## src/rtl/dispatch_unpacker.sv

```systemverilog
// Dispatch-path instruction unpacker: reassembles MSB-first packed instructions from a word
// stream and drives spike, run, clear and sync actions into the network.
module dispatch_unpacker #(
    parameter int unsigned OPC_WIDTH    = 2,
    parameter int unsigned PKT_WIDTH    = 8,
    parameter int unsigned NUM_INP      = 16,
    parameter int unsigned CHARGE_WIDTH = 8,
    parameter int unsigned RUN_WIDTH    = 16,
    localparam int unsigned IDX_WIDTH   = $clog2(NUM_INP)
) (
    input  logic                    clk,
    input  logic                    arst,
    input  logic                    pkt_valid,
    output logic                    pkt_ready,
    input  logic [PKT_WIDTH-1:0]    pkt_data,
    input  logic                    net_ready,
    output logic                    net_run,
    output logic                    net_clr,
    output logic                    net_inp_en,
    output logic [IDX_WIDTH-1:0]    net_inp_idx,
    output logic [CHARGE_WIDTH-1:0] net_inp_chg,
    output logic                    snc_valid,
    input  logic                    snc_ready,
    output logic                    rsv_opc
);

    localparam int unsigned LEN_RUN    = OPC_WIDTH + RUN_WIDTH;
    localparam int unsigned LEN_SPK    = OPC_WIDTH + IDX_WIDTH + CHARGE_WIDTH;
    localparam int unsigned WORDS_RUN  = (LEN_RUN + PKT_WIDTH - 1) / PKT_WIDTH;
    localparam int unsigned WORDS_SPK  = (LEN_SPK + PKT_WIDTH - 1) / PKT_WIDTH;
    localparam int unsigned WORDS_MAX  = (WORDS_RUN > WORDS_SPK) ? WORDS_RUN : WORDS_SPK;
    localparam int unsigned SR_WORDS   = (WORDS_MAX > 1) ? WORDS_MAX - 1 : 1;
    localparam int unsigned SR_WIDTH   = SR_WORDS * PKT_WIDTH;
    localparam int unsigned WCNT_WIDTH = $clog2(WORDS_MAX + 1);
    // Operand fields sit right below the opcode in the left-justified, fully gathered instruction
    localparam int unsigned RUN_TOP    = WORDS_RUN * PKT_WIDTH - 1 - OPC_WIDTH;
    localparam int unsigned SPK_TOP    = WORDS_SPK * PKT_WIDTH - 1 - OPC_WIDTH;

    localparam logic [OPC_WIDTH-1:0] OPC_RUN = OPC_WIDTH'(0);
    localparam logic [OPC_WIDTH-1:0] OPC_SPK = OPC_WIDTH'(1);
    localparam logic [OPC_WIDTH-1:0] OPC_SNC = OPC_WIDTH'(2);
    localparam logic [OPC_WIDTH-1:0] OPC_CLR = OPC_WIDTH'(3);

    typedef enum logic [2:0] {StIdle, StGather, StDispatch, StRun, StSync} state_t;

    state_t                  state_q;
    logic [OPC_WIDTH-1:0]    opc_q;
    logic [WCNT_WIDTH-1:0]   wcnt_q;
    logic [SR_WIDTH-1:0]     sr_q;
    logic [RUN_WIDTH-1:0]    run_cnt_q;

    logic                          accept;
    logic                          is_last;
    logic                          is_rsv;
    logic [OPC_WIDTH-1:0]          cur_opc;
    logic [WCNT_WIDTH-1:0]         words;
    logic [SR_WIDTH+PKT_WIDTH-1:0] nxt;
    logic                          unused_nxt;

    assign pkt_ready = ~arst & ((state_q == StIdle) | (state_q == StGather));
    assign net_run   = (state_q == StRun) & net_ready;
    assign snc_valid = (state_q == StSync);

    assign accept     = pkt_valid & pkt_ready;
    assign nxt        = {sr_q, pkt_data};
    assign unused_nxt = ^nxt;
    assign cur_opc    = (state_q == StIdle) ? pkt_data[PKT_WIDTH-1 -: OPC_WIDTH] : opc_q;
    assign is_rsv     = (OPC_WIDTH > 2) && (32'(cur_opc) >= 32'd4);

    always_comb begin
        words = WCNT_WIDTH'(1);
        if (cur_opc == OPC_RUN) begin
            words = WCNT_WIDTH'(WORDS_RUN);
        end else if (cur_opc == OPC_SPK) begin
            words = WCNT_WIDTH'(WORDS_SPK);
        end
    end

    assign is_last = accept && (((state_q == StIdle) && (words == WCNT_WIDTH'(1))) ||
                                ((state_q == StGather) && (wcnt_q == WCNT_WIDTH'(1))));

    always_ff @(posedge clk or posedge arst) begin
        if (arst) begin
            state_q     <= StIdle;
            opc_q       <= '0;
            wcnt_q      <= '0;
            sr_q        <= '0;
            run_cnt_q   <= '0;
            net_clr     <= 1'b0;
            net_inp_en  <= 1'b0;
            net_inp_idx <= '0;
            net_inp_chg <= '0;
            rsv_opc     <= 1'b0;
        end else begin
            net_clr    <= 1'b0;
            net_inp_en <= 1'b0;
            rsv_opc    <= 1'b0;
            unique case (state_q)
                StIdle, StGather: begin
                    if (accept) begin
                        sr_q <= nxt[SR_WIDTH-1:0];
                        if (state_q == StIdle) begin
                            opc_q  <= cur_opc;
                            wcnt_q <= words - WCNT_WIDTH'(1);
                        end else begin
                            wcnt_q <= wcnt_q - WCNT_WIDTH'(1);
                        end
                        if (is_last) begin
                            state_q <= StDispatch;
                            if (cur_opc == OPC_SPK) begin
                                net_inp_en  <= 1'b1;
                                net_inp_idx <= nxt[SPK_TOP -: IDX_WIDTH];
                                net_inp_chg <= nxt[SPK_TOP - IDX_WIDTH -: CHARGE_WIDTH];
                            end else if (cur_opc == OPC_CLR) begin
                                net_clr <= 1'b1;
                            end else if (is_rsv) begin
                                rsv_opc <= 1'b1;
                            end else if (cur_opc == OPC_RUN) begin
                                run_cnt_q <= nxt[RUN_TOP -: RUN_WIDTH];
                            end
                        end else begin
                            state_q <= StGather;
                        end
                    end
                end
                StDispatch: begin
                    if (opc_q == OPC_RUN) begin
                        state_q <= (run_cnt_q == '0) ? StIdle : StRun;
                    end else if (opc_q == OPC_SNC) begin
                        state_q <= StSync;
                    end else begin
                        state_q <= StIdle;
                    end
                end
                StRun: begin
                    if (net_ready) begin
                        run_cnt_q <= run_cnt_q - RUN_WIDTH'(1);
                        if (run_cnt_q == RUN_WIDTH'(1)) begin
                            state_q <= StIdle;
                        end
                    end
                end
                StSync: begin
                    if (snc_ready) begin
                        state_q <= StIdle;
                    end
                end
                default: state_q <= StIdle;
            endcase
        end
    end

endmodule

```

## config.mk

```make
export PLATFORM = sky130hd
export DESIGN_NAME = dispatch_unpacker
export DESIGN_NICKNAME = d
export VERILOG_FILES = /design/src/rtl/dispatch_unpacker.sv
export SDC_FILE = /design/constraint.sdc
export NUM_CORES = 1
export LEC_CHECK = 0
export BUFFER_PORTS_ARGS = -buffer_cell sky130_fd_sc_hd__buf_2
export CAP_MARGIN = 0
export CELL_PAD_IN_SITES_DETAIL_PLACEMENT = 0
export CELL_PAD_IN_SITES_GLOBAL_PLACEMENT = 1
export CORE_MARGIN = 1.5
export CORE_UTILIZATION = 40
export DETAILED_ROUTE_END_ITERATION = 10
export GPL_TIMING_DRIVEN = 1
export PLACE_DENSITY_LB_ADDON = 0.1
export SKIP_CTS_REPAIR_TIMING = 1
export SYNTH_ARGS = -nofsm -noshare
export SYNTH_HDL_FRONTEND = slang
export SYNTH_SLANG_ARGS = --single-unit
```

## constraint.sdc

```tcl
create_clock -name clk -period 1.97 [get_ports clk]
set_input_delay 0.2955 -clock clk [delete_from_list [all_inputs] [get_ports clk]]
set_output_delay 0.2955 -clock clk [all_outputs]
set_load 0.05 [all_outputs]
```

==> results of run 1 <==
==> layout make-up <==
| type | count | share of cell area |
|---|---|---|
| clock buffer | 5 | 0.0215 |
| multi-input combinational | 206 | 0.400 |
| sequential | 51 | 0.399 |
| clock inverter | 3 | 0.0145 |
| inverter | 6 | 0.00703 |
| timing repair buffer | 59 | 0.127 |
| tap | 77 | 0.0301 |
==> worst max-delay path, delay by kind of cell (launching register included) <==
family	cells	cell delay, ps
buffers and inverters	1	150
DFF	1	490
muxes	2	650
and+or+nand+nor	3	480
==> per-stage QoR <==
step	cell area, um^2	TNS, ps
after floorplan	2650	0
after global placement	3060	-28.1
after detailed placement	3060	0
after CTS	3170	-0.465
after global routing	3200	-0.989
final	3200	0
==> final timing paths <==
kind / slack [ps] / end / depth (start not counted) / startpoint
min in group clk: 170 / sr_q[0] / 3 / pkt_data[0]
min: 8 / state_q[2] / 2 / arst
max: 90 / net_inp_chg[7] / 6 / state_q[1]
max in group asynchronous: 1430 / run_cnt_q[0] / 3 / arst
max reg2reg: 90 / net_inp_chg[7] / 6 / state_q[1]
min reg2reg: 490 / wcnt_q[1] / 2 / wcnt_q[1]
==> per-layer routing <==
layer  track usage  wire length (um)  vias to the layer above  share of wire
li1              -                 -                     1063              -
met1         0.281              3060                     1019           0.50
met2         0.284              2750                       33           0.45
met3        0.0315               223                        4          0.037
met4        0.0492                44                        0         0.0072
met5             0                 0                        -              0
==> cell usage after synthesis (2+ instances only) <==
library cell / count
sky130_fd_sc_hd__a21o_2: 2
sky130_fd_sc_hd__a21oi_1: 17
sky130_fd_sc_hd__a22oi_1: 3
sky130_fd_sc_hd__a31oi_1: 4
sky130_fd_sc_hd__and3_1: 3
sky130_fd_sc_hd__buf_2: 5
sky130_fd_sc_hd__buf_4: 3
sky130_fd_sc_hd__clkbuf_1: 8
sky130_fd_sc_hd__dfrtp_1: 51
sky130_fd_sc_hd__ha_1: 3
sky130_fd_sc_hd__inv_1: 6
sky130_fd_sc_hd__mux2_2: 5
sky130_fd_sc_hd__mux2_4: 10
sky130_fd_sc_hd__mux2i_1: 3
sky130_fd_sc_hd__nand2_1: 51
sky130_fd_sc_hd__nand2_2: 2
sky130_fd_sc_hd__nand2b_1: 3
sky130_fd_sc_hd__nor2_1: 32
sky130_fd_sc_hd__nor3_1: 7
sky130_fd_sc_hd__nor4_1: 4
sky130_fd_sc_hd__o211ai_1: 2
sky130_fd_sc_hd__o21ai_0: 22
sky130_fd_sc_hd__o22a_1: 5
sky130_fd_sc_hd__o31ai_1: 2
sky130_fd_sc_hd__or3_1: 4
sky130_fd_sc_hd__or3b_2: 2
sky130_fd_sc_hd__or4_1: 4
==> state kept, by name, summed over array words and instances, names as in the netlist <==
name,cells
net_inp_chg,8
sr_q,14
wcnt_q,2
net_clr,1
net_inp_idx,4
opc_q,2
state_q,3
net_inp_en,1
run_cnt_q,16
==> power breakdown <==
part	internal (uW)	switching, uW
clock	383	368
combinational	1110	1540
sequential	1500	380
==> layout by cell type (no fill, tap or decap), types with 2 or more instances in the layout <==
master / count
sky130_fd_sc_hd__nor2_2: 2
sky130_fd_sc_hd__o31ai_1: 2
sky130_fd_sc_hd__buf_2: 29
sky130_fd_sc_hd__nand2_2: 2
sky130_fd_sc_hd__and3_1: 3
sky130_fd_sc_hd__nand2b_1: 3
sky130_fd_sc_hd__inv_1: 5
sky130_fd_sc_hd__a22oi_1: 3
sky130_fd_sc_hd__a31oi_1: 4
sky130_fd_sc_hd__o22a_1: 5
sky130_fd_sc_hd__ha_1: 3
sky130_fd_sc_hd__buf_4: 27
sky130_fd_sc_hd__mux2_4: 10
sky130_fd_sc_hd__nor4_1: 3
sky130_fd_sc_hd__or4_1: 2
sky130_fd_sc_hd__dfrtp_2: 2
sky130_fd_sc_hd__or4_4: 2
sky130_fd_sc_hd__nor3_2: 3
sky130_fd_sc_hd__o211ai_1: 2
sky130_fd_sc_hd__clkbuf_8: 5
sky130_fd_sc_hd__nand2_1: 51
sky130_fd_sc_hd__o21ai_0: 21
sky130_fd_sc_hd__a21oi_1: 17
sky130_fd_sc_hd__a21o_2: 2
sky130_fd_sc_hd__mux2i_1: 3
sky130_fd_sc_hd__dfrtp_1: 49
sky130_fd_sc_hd__nor3_1: 5
sky130_fd_sc_hd__buf_12: 3
sky130_fd_sc_hd__mux2_2: 5
sky130_fd_sc_hd__or3_1: 4
sky130_fd_sc_hd__nor2_1: 31
==> cells by family after synthesis <==
kind of cell	Yosys count	synth area share
AND/OR/NAND/NOR	123	0.228
AO/OA/AOI/OAI	61	0.140
flip-flops	51	0.482
buffers and inverters	24	0.0440
multiplexers	18	0.0894
adder cells (fa/ha/maj)	3	0.0142
other	1	0.00142
==> results.sh, run 1 <==
export IMPL_antenna_diode_instance_count=0
export IMPL_ir_drop_mv=0.899
export IMPL_pre_cts_slack_ps=19.6
export IMPL_drc_errors=0
export IMPL_cts_tree="built"
export IMPL_layout_cell_share_with_drive_strength_beyond_1=0.324
export IMPL_hpwlAfterDp_mm=4.45
export IMPL_ys_dominant_reg_cell="sky130_fd_sc_hd__dfrtp_1"
export IMPL_final_min_period_over_clock_period=0.953
export IMPL_finish_utilization=0.501
export IMPL_detailroute_via_count=2119
export IMPL_clkSinkCount=51
export IMPL_layout_area_overhead_vs_synth_pct=21.1
export IMPL_fillCellCount=622
export IMPL_yosysWarnings=0
export IMPL_floorplan_io_pins=31
export IMPL_power_per_cell_area_nw_per_um2=1650
export IMPL_die_height_um=84.3
export IMPL_nets=345
export IMPL_clk_pin_slew_ps=100
export IMPL_cts_buffers=5
export IMPL_fin_worst_hold_slack_ps=7.80
export IMPL_hold_violations=0
export IMPL_mappedNetlistArea_um2=2650
export IMPL_syn_avg_cell_area_um2=9.41
export IMPL_hold_path_class="primary input to async pin"
export IMPL_syn_instance_count=281
export IMPL_clock_tree_root_cell="sky130_fd_sc_hd__clkbuf_8"
export IMPL_synth_seq_cells=51
export IMPL_timing_critical_path_cells="nor3_2 > mux2i_1 > nor2_2 > nand2_2 > buf_12 > mux2_2"
export IMPL_fin_skew_ps=11.0
export IMPL_first_iter_violations=78
export IMPL_rsz0062_at_grt="yes"
export IMPL_io_buffer_count=29
export IMPL_number_of_flops_mapped_to_enable_cells_by_yosys=0
export IMPL_sequential_area_share_after_synthesis=0.482
export IMPL_synth_area_leaders="sky130_fd_sc_hd__dfrtp_1 (48%), sky130_fd_sc_hd__nand2_1 (7.2%), sky130_fd_sc_hd__mux2_4 (5.7%)"
export IMPL_maxCapViolations=0
export IMPL_postSynthNetCount=297
export IMPL_cp_slowest_stage_delay_ps=490
export IMPL_yosysTopAreaCellShare=0.482
export IMPL_synth_async_sr_flop_share=1.00
export IMPL_grt_util_all_layers=0.188
export IMPL_worst_ep_arrival_time_ps=2070
export IMPL_chipWidth_um=84.3
export IMPL_floorplan_initialDensity=0.414
export IMPL_maximum_number_of_pins_on_one_net_before_global_route_repair=35
export IMPL_cts_root_to_sink_buffers=2
export IMPL_gpl_final_weighted_congestion=0.806
export IMPL_grt_ovfl_total=0
export IMPL_finalPower_uw=5280
export IMPL_die_area_um2=7110
export IMPL_cp_required_ps=2170
export IMPL_clock_period_minus_final_worst_setup_slack_ps=1880
export IMPL_maxClockFrequency_mhz=533
export IMPL_start_kind="flop"
export IMPL_numPlacedInstances=399
export IMPL_cell_with_the_largest_stage_delay_on_the_worst_path="sky130_fd_sc_hd__dfrtp_1"
export IMPL_routed_via_density=5.21
export IMPL_seq_area_um2=1280
export IMPL_fin_cells=407
export IMPL_core_ar_um2=6390
export IMPL_detailedRoute_firstPassIterationCount=4
export IMPL_number_of_antenna_violations_at_the_first_check_in_global_routing=0
export IMPL_worstPathMaxFanout=13
export IMPL_wire_per_inst_um=14.9
export IMPL_status="complete, no violations"
export IMPL_report_final_slew_viol_count=0
export IMPL_first_global_vias=2103
export IMPL_grt_pass1_wl_mm=10.6
export IMPL_setup_violations=0
export IMPL_wl_mm=6.08
export IMPL_rows=29
export IMPL_worst_skew_pair_late_latency_ps=310
export IMPL_synth_top_cell_by_area="sky130_fd_sc_hd__dfrtp_1"
export IMPL_path_class="flop to flop"
export IMPL_ant_nets=0
export IMPL_final_critical_path_setup_slack_ps=92.8
export IMPL_cts_htree_levels=2
export IMPL_area_of_the_multi_input_gates_um2=1280
export IMPL_endpoint_kind="flop"
export IMPL_power_static_leakage_uw=0.00157
export IMPL_netlist_cell_type_count=45
Power figures use the tool's default switching activity.
==> run 2, diff against run 1 <==
--- a/config.mk
+++ b/config.mk
@@ -5,12 +5,13 @@
 export SDC_FILE = /design/constraint.sdc
 export NUM_CORES = 1
 export LEC_CHECK = 0
-export BUFFER_PORTS_ARGS = -buffer_cell sky130_fd_sc_hd__buf_2
+export BUFFER_PORTS_ARGS = -buffer_cell sky130_fd_sc_hd__clkbuf_2
 export CAP_MARGIN = 0
 export CELL_PAD_IN_SITES_DETAIL_PLACEMENT = 0
 export CELL_PAD_IN_SITES_GLOBAL_PLACEMENT = 1
 export CORE_MARGIN = 1.5
-export CORE_UTILIZATION = 40
+export CORE_UTILIZATION = 42
+export CTS_BUF_LIST = sky130_fd_sc_hd__clkbuf_8
 export DETAILED_ROUTE_END_ITERATION = 10
 export GPL_TIMING_DRIVEN = 1
 export PLACE_DENSITY_LB_ADDON = 0.1
==> results.sh, run 2 (same netlist as run 1, synthesis figures left out) <==
export IMPL_status="complete, no violations"
export IMPL_maxClockFrequency_mhz=531
export IMPL_reg2reg_to="run_cnt_q[9]"
export IMPL_ant_nets=0
export IMPL_mostFrequentLayoutCell="sky130_fd_sc_hd__nand2_1"
export IMPL_cts_buffers=5
export IMPL_mostFrequentLayoutCells="sky130_fd_sc_hd__nand2_1 (51), sky130_fd_sc_hd__dfrtp_1 (50), sky130_fd_sc_hd__nor2_1 (31), sky130_fd_sc_hd__clkbuf_2 (29), sky130_fd_sc_hd__buf_4 (27)"
export IMPL_drc_errors=0
export IMPL_first_iter_violations=102
export IMPL_worst_r2r_path_depth=7
export IMPL_timing_critical_path_cells="or2_2 > nor2_1 > clkbuf_2"
export IMPL_clock_power_share=0.129
export IMPL_nets=345
export IMPL_cp_required_ps=1670
export IMPL_detailroute_via_count=2113
export IMPL_worst_hold_path_endpoint="sr_q[0]"
export IMPL_hold_path_class="primary input to flop"
export IMPL_cts_htree_levels=2
export IMPL_worst_ep_arrival_time_ps=1590
export IMPL_report_final_slew_viol_count=0
export IMPL_floorplan_initialDensity=0.442
export IMPL_antenna_diode_instance_count=0
export IMPL_cp_slowest_stage_delay_ps=510
export IMPL_finalPower_uw=5160
export IMPL_comb_power_share=0.504
export IMPL_power_per_cell_area_nw_per_um2=1630
export IMPL_clkSinkCount=51
export IMPL_hold_path_startpoint="pkt_data[0]"
export IMPL_max_flop_register="run_cnt_q"
export IMPL_layout_area_overhead_vs_synth_pct=19.6
export IMPL_worst_skew_pair_late_latency_ps=310
export IMPL_critical_path_top_delay_family="flip-flops"
export IMPL_die_height_um=82.4
export IMPL_maxCapViolations=0
export IMPL_cts_root_to_sink_buffers=2
export IMPL_setup_tns_final_ps=0
export IMPL_grt_ovfl_total=0
export IMPL_die_area_um2=6780
export IMPL_fin_worst_hold_slack_ps=176
export IMPL_power_switching_uw=2270
export IMPL_cell_with_the_largest_stage_delay_on_the_worst_path="sky130_fd_sc_hd__dfrtp_1"
export IMPL_io_buffer_count=29
export IMPL_pre_cts_slack_ps=42.5
export IMPL_path_class="flop to output pin"
export IMPL_rows=28
export IMPL_floorplan_io_pins=31
export IMPL_wire_per_inst_um=15.1
export IMPL_clock_tree_root_cell="sky130_fd_sc_hd__clkbuf_8"
export IMPL_cp_num_buf_inv=1
export IMPL_fillCellCount=571
export IMPL_power_static_leakage_uw=0.00155
export IMPL_setup_violations=0
export IMPL_largest_registers="run_cnt_q (16), sr_q (14), net_inp_chg (8)"
export IMPL_final_critical_path_setup_slack_ps=86.1
export IMPL_start_kind="flop"
export IMPL_routed_via_density=5.22
export IMPL_layout_cell_share_with_drive_strength_beyond_1=0.306
export IMPL_ir_drop_mv=0.978
export IMPL_clock_period_minus_final_worst_setup_slack_ps=1880
export IMPL_grt_util_all_layers=0.201
export IMPL_worstReg2RegStart="state_q[0]"
export IMPL_crit_start="state_q[1]"
export IMPL_rsz0062_at_grt="yes"
export IMPL_first_global_vias=2011
export IMPL_clk_pin_slew_ps=100
export IMPL_detailedRoute_firstPassIterationCount=4
export IMPL_chipWidth_um=82.4
export IMPL_endpoint_kind="output pin"
export IMPL_final_min_period_over_clock_period=0.956
export IMPL_cts_tree="built"
export IMPL_finish_utilization=0.528
export IMPL_grt_pass1_wl_mm=10.2
export IMPL_largest_register_ffs=16
export IMPL_gpl_final_weighted_congestion=0.824
export IMPL_reg2reg_setup_slack_ps=90
export IMPL_internal_power_uw=2890
export IMPL_hold_depth=3
export IMPL_pwr_share_seq=0.367
export IMPL_fin_skew_ps=13.1
export IMPL_maximum_number_of_pins_on_one_net_before_global_route_repair=40
export IMPL_switching_share=0.440
export IMPL_number_of_antenna_violations_at_the_first_check_in_global_routing=0
export IMPL_hpwlAfterDp_mm=4.39
export IMPL_hold_violations=0
export IMPL_core_ar_um2=5990
export IMPL_worstPathMaxFanout=8
export IMPL_wl_mm=6.11
-- run 2: cell count changes in the layout (fill, tap and decap cells not counted), sizes merged --
cell | before | now
clkbuf | 5 | 36
dlygate4sd3 | 0 | 1
buf | 59 | 29
inv | 7 | 6
bufinv | 1 | 0
-- run 2: metrics by stage --
stage	cells	instance area, um^2
finish	405	3160
global route	405	3160
CTS	403	3130
detailed placement	395	3030
global placement	395	3030
floorplan	281	2650
-- run 2: power groups by stage --
stage          clock [uW]  sequential, uW  combinational [uW]
6_report              668            1890                2600
5_1_grt               733            1960                2860
4_1_cts               694            1880                2570
3_5_place_dp            0            1890                2560
3_3_place_gp            0            1890                2550
2_1_floorplan           0            2230                1430
-- run 2: layout make-up --
cell class	count	area, um^2	share of cell area
flip-flops and latches	51	1280	0.404
multi-input cells	206	1270	0.401
repair buffers	59	398	0.126
clock buffers	7	96.3	0.0305
well taps	75	93.8	0.0297
inverters	6	22.5	0.00712
clock inverters	1	7.51	0.00237
-- run 2: worst max-delay path by stage --
| stage | to | slack, ps | cells after the start |
|---|---|---|---|
| finish | pkt_ready | 90 | 3 |
| detailed placement | state_q[0] | 40 | 5 |
| floorplan | state_q[0] | 80 | 6 |
| global placement | state_q[0] | 60 | 5 |
| CTS | state_q[0] | 20 | 5 |
| global route | run_cnt_q[6] | -10 | 8 |
-- run 2: worst register-to-register path: stages (launching register included) --
cell and delay (ps):
sky130_fd_sc_hd__dfrtp_2 480, sky130_fd_sc_hd__buf_4 180, sky130_fd_sc_hd__and3b_1 190, sky130_fd_sc_hd__and2_4 170, sky130_fd_sc_hd__o21ai_2 270, sky130_fd_sc_hd__buf_4 240
sky130_fd_sc_hd__a21oi_1 60, sky130_fd_sc_hd__o22a_1 180
-- run 2: layer usage --
metal	GRT usage	vias up	wire, um
met1	0.294	1002	3090
met4	0.0475	0	67
met3	0.0374	7	213
met2	0.307	43	2730
li1	-	1061	-
met5	0	-	0
==> run 3, diff against run 2 <==
--- a/config.mk
+++ b/config.mk
@@ -7,10 +7,10 @@
 export LEC_CHECK = 0
 export BUFFER_PORTS_ARGS = -buffer_cell sky130_fd_sc_hd__clkbuf_2
 export CAP_MARGIN = 0
-export CELL_PAD_IN_SITES_DETAIL_PLACEMENT = 0
-export CELL_PAD_IN_SITES_GLOBAL_PLACEMENT = 1
+export CELL_PAD_IN_SITES_DETAIL_PLACEMENT = 2
+export CELL_PAD_IN_SITES_GLOBAL_PLACEMENT = 2
 export CORE_MARGIN = 1.5
-export CORE_UTILIZATION = 42
+export CORE_UTILIZATION = 34
 export CTS_BUF_LIST = sky130_fd_sc_hd__clkbuf_8
 export DETAILED_ROUTE_END_ITERATION = 10
 export GPL_TIMING_DRIVEN = 1
==> results.sh, run 3 (same netlist as run 1, synthesis figures left out) <==
export IMPL_worstPathMaxFanout=5
export IMPL_power_switching_uw=2490
export IMPL_cts_tree="built"
export IMPL_core_ar_um2=7410
export IMPL_setup_violations=0
export IMPL_switching_share=0.446
export IMPL_layout_area_overhead_vs_synth_pct=24.3
export IMPL_largest_registers="run_cnt_q (16), sr_q (14), net_inp_chg (8)"
export IMPL_fillCellCount=835
export IMPL_layout_cell_share_with_drive_strength_beyond_1=0.344
export IMPL_gpl_final_weighted_congestion=0.806
export IMPL_worstReg2RegStart="run_cnt_q[7]"
export IMPL_report_final_slew_viol_count=0
export IMPL_grt_pass1_wl_mm=13.5
export IMPL_clkSinkCount=51
export IMPL_ant_nets=0
export IMPL_seq_area_um2=1280
export IMPL_hold_violations=0
export IMPL_max_flop_register="run_cnt_q"
export IMPL_die_area_um2=8320
export IMPL_ir_drop_mv=0.664
export IMPL_io_buffer_count=29
export IMPL_wire_per_inst_um=18.8
export IMPL_rsz0062_at_grt="yes"
export IMPL_power_per_cell_area_nw_per_um2=1690
export IMPL_finish_utilization=0.444
export IMPL_reg2reg_setup_slack_ps=70
export IMPL_numPlacedInstances=421
export IMPL_worst_skew_pair_late_latency_ps=310
export IMPL_cts_buffers=5
export IMPL_detailedRoute_firstPassIterationCount=4
export IMPL_endpoint_kind="flop"
export IMPL_antenna_diode_instance_count=0
export IMPL_clk_pin_slew_ps=110
export IMPL_maxCapViolations=0
export IMPL_largest_register_ffs=16
export IMPL_clock_power_share=0.145
export IMPL_start_kind="flop"
export IMPL_cts_root_to_sink_buffers=2
export IMPL_finalPower_uw=5570
export IMPL_fin_skew_ps=10.9
export IMPL_internal_power_uw=3080
export IMPL_mostFrequentLayoutCells="sky130_fd_sc_hd__nand2_1 (51), sky130_fd_sc_hd__dfrtp_1 (47), sky130_fd_sc_hd__nor2_1 (31), sky130_fd_sc_hd__buf_4 (31), sky130_fd_sc_hd__clkbuf_2 (29)"
export IMPL_rows=31
export IMPL_power_static_leakage_uw=0.00159
export IMPL_hold_path_class="primary input to async pin"
export IMPL_detailroute_via_count=2299
export IMPL_wl_mm=8.15
export IMPL_grt_ovfl_total=0
export IMPL_grt_util_all_layers=0.207
export IMPL_maxClockFrequency_mhz=526
export IMPL_first_iter_violations=91
export IMPL_reg2reg_to="run_cnt_q[10]"
export IMPL_fin_cells=433
export IMPL_pwr_share_seq=0.342
export IMPL_routed_via_density=5.31
export IMPL_hpwlAfterDp_mm=5.81
export IMPL_worst_ep_arrival_time_ps=2110
export IMPL_final_min_period_over_clock_period=0.964
export IMPL_first_global_vias=2561
export IMPL_path_class="flop to flop"
export IMPL_clock_period_minus_final_worst_setup_slack_ps=1900
export IMPL_maximum_number_of_pins_on_one_net_before_global_route_repair=35
export IMPL_layout_cell_area_non_filler_um2=3290
export IMPL_comb_power_share=0.513
export IMPL_chipWidth_um=91.2
export IMPL_drc_errors=0
export IMPL_worst_r2r_path_depth=6
export IMPL_cts_htree_levels=2
export IMPL_status="complete, no violations"
export IMPL_floorplan_initialDensity=0.357
export IMPL_dpl_instance_area_um2=3080
export IMPL_area_of_the_multi_input_gates_um2=1300
export IMPL_floorplan_io_pins=31
export IMPL_mostFrequentLayoutCell="sky130_fd_sc_hd__nand2_1"
export IMPL_number_of_antenna_violations_at_the_first_check_in_global_routing=0
export IMPL_nets=349
export IMPL_cp_required_ps=2180
export IMPL_die_height_um=91.2
export IMPL_clock_tree_root_cell="sky130_fd_sc_hd__clkbuf_8"
run 3: cell count changes in the layout (fill, tap and decap cells not counted), sizes merged:
cell,before,now
buf,29,34
bufinv,0,1
clkbuf,36,35
clkinvlp,1,0
dlygate4sd3,1,0
inv,6,7
run 3: final cells by class:
| type | count | share of cell area |
|---|---|---|
| Sequential cell | 51 | 0.390 |
| Multi-Input combinational cell | 206 | 0.396 |
| Clock inverter | 2 | 0.0118 |
| Inverter | 6 | 0.00685 |
| Timing Repair Buffer | 63 | 0.133 |
| Clock buffer | 6 | 0.0251 |
| Tap cell | 99 | 0.0377 |
run 3: critical path: stages, from the launching register on:
cell and delay [ps]:
sky130_fd_sc_hd__dfrtp_1 430, sky130_fd_sc_hd__or4_4 550, sky130_fd_sc_hd__buf_4 170, sky130_fd_sc_hd__nor2_4 150, sky130_fd_sc_hd__buf_4 160, sky130_fd_sc_hd__a41oi_1 110, sky130_fd_sc_hd__o22a_1 220
run 3: per-layer routing:
metal	wire length, um	GRT usage	vias to the layer above	part of all wire
li1	-	-	1071	-
met1	3840	0.268	1190	0.47
met2	4100	0.368	34	0.50
met3	161	0.0276	4	0.020
met4	47	0.0430	0	0.0058
met5	0	0	-	0
run 3: how the worst max path moves through the flow:
stage	endpoint	cells after the start	startpoint	slack (ps)
after floorplan	state_q[0]	6	run_cnt_q[8]	80
after global placement	run_cnt_q[10]	7	run_cnt_q[1]	30
after detailed placement	run_cnt_q[10]	7	run_cnt_q[1]	-5
after CTS	run_cnt_q[7]	6	run_cnt_q[2]	-110
after global routing	run_cnt_q[10]	7	run_cnt_q[1]	-10
final	run_cnt_q[10]	6	run_cnt_q[7]	70
run 3: power groups by stage:
stage	registers [uW]	clock network (uW)	logic, uW
5_1_grt	1970	867	3120
3_5_place_dp	1910	0	2720
2_1_floorplan	2230	0	1430
6_report	1900	810	2860
4_1_cts	1890	834	2740
3_3_place_gp	1890	0	2620
run 3: metrics by stage:
step           TNS (ps)  worst slack [ps]  hold WS, ps
3_3_place_gp          0              34.2          363
5_1_grt           -22.0             -11.7         45.6
6_report              0              70.0         22.1
4_1_cts            -184              -110         29.4
2_1_floorplan         0              82.6          401
3_5_place_dp      -5.00             -5.00          374
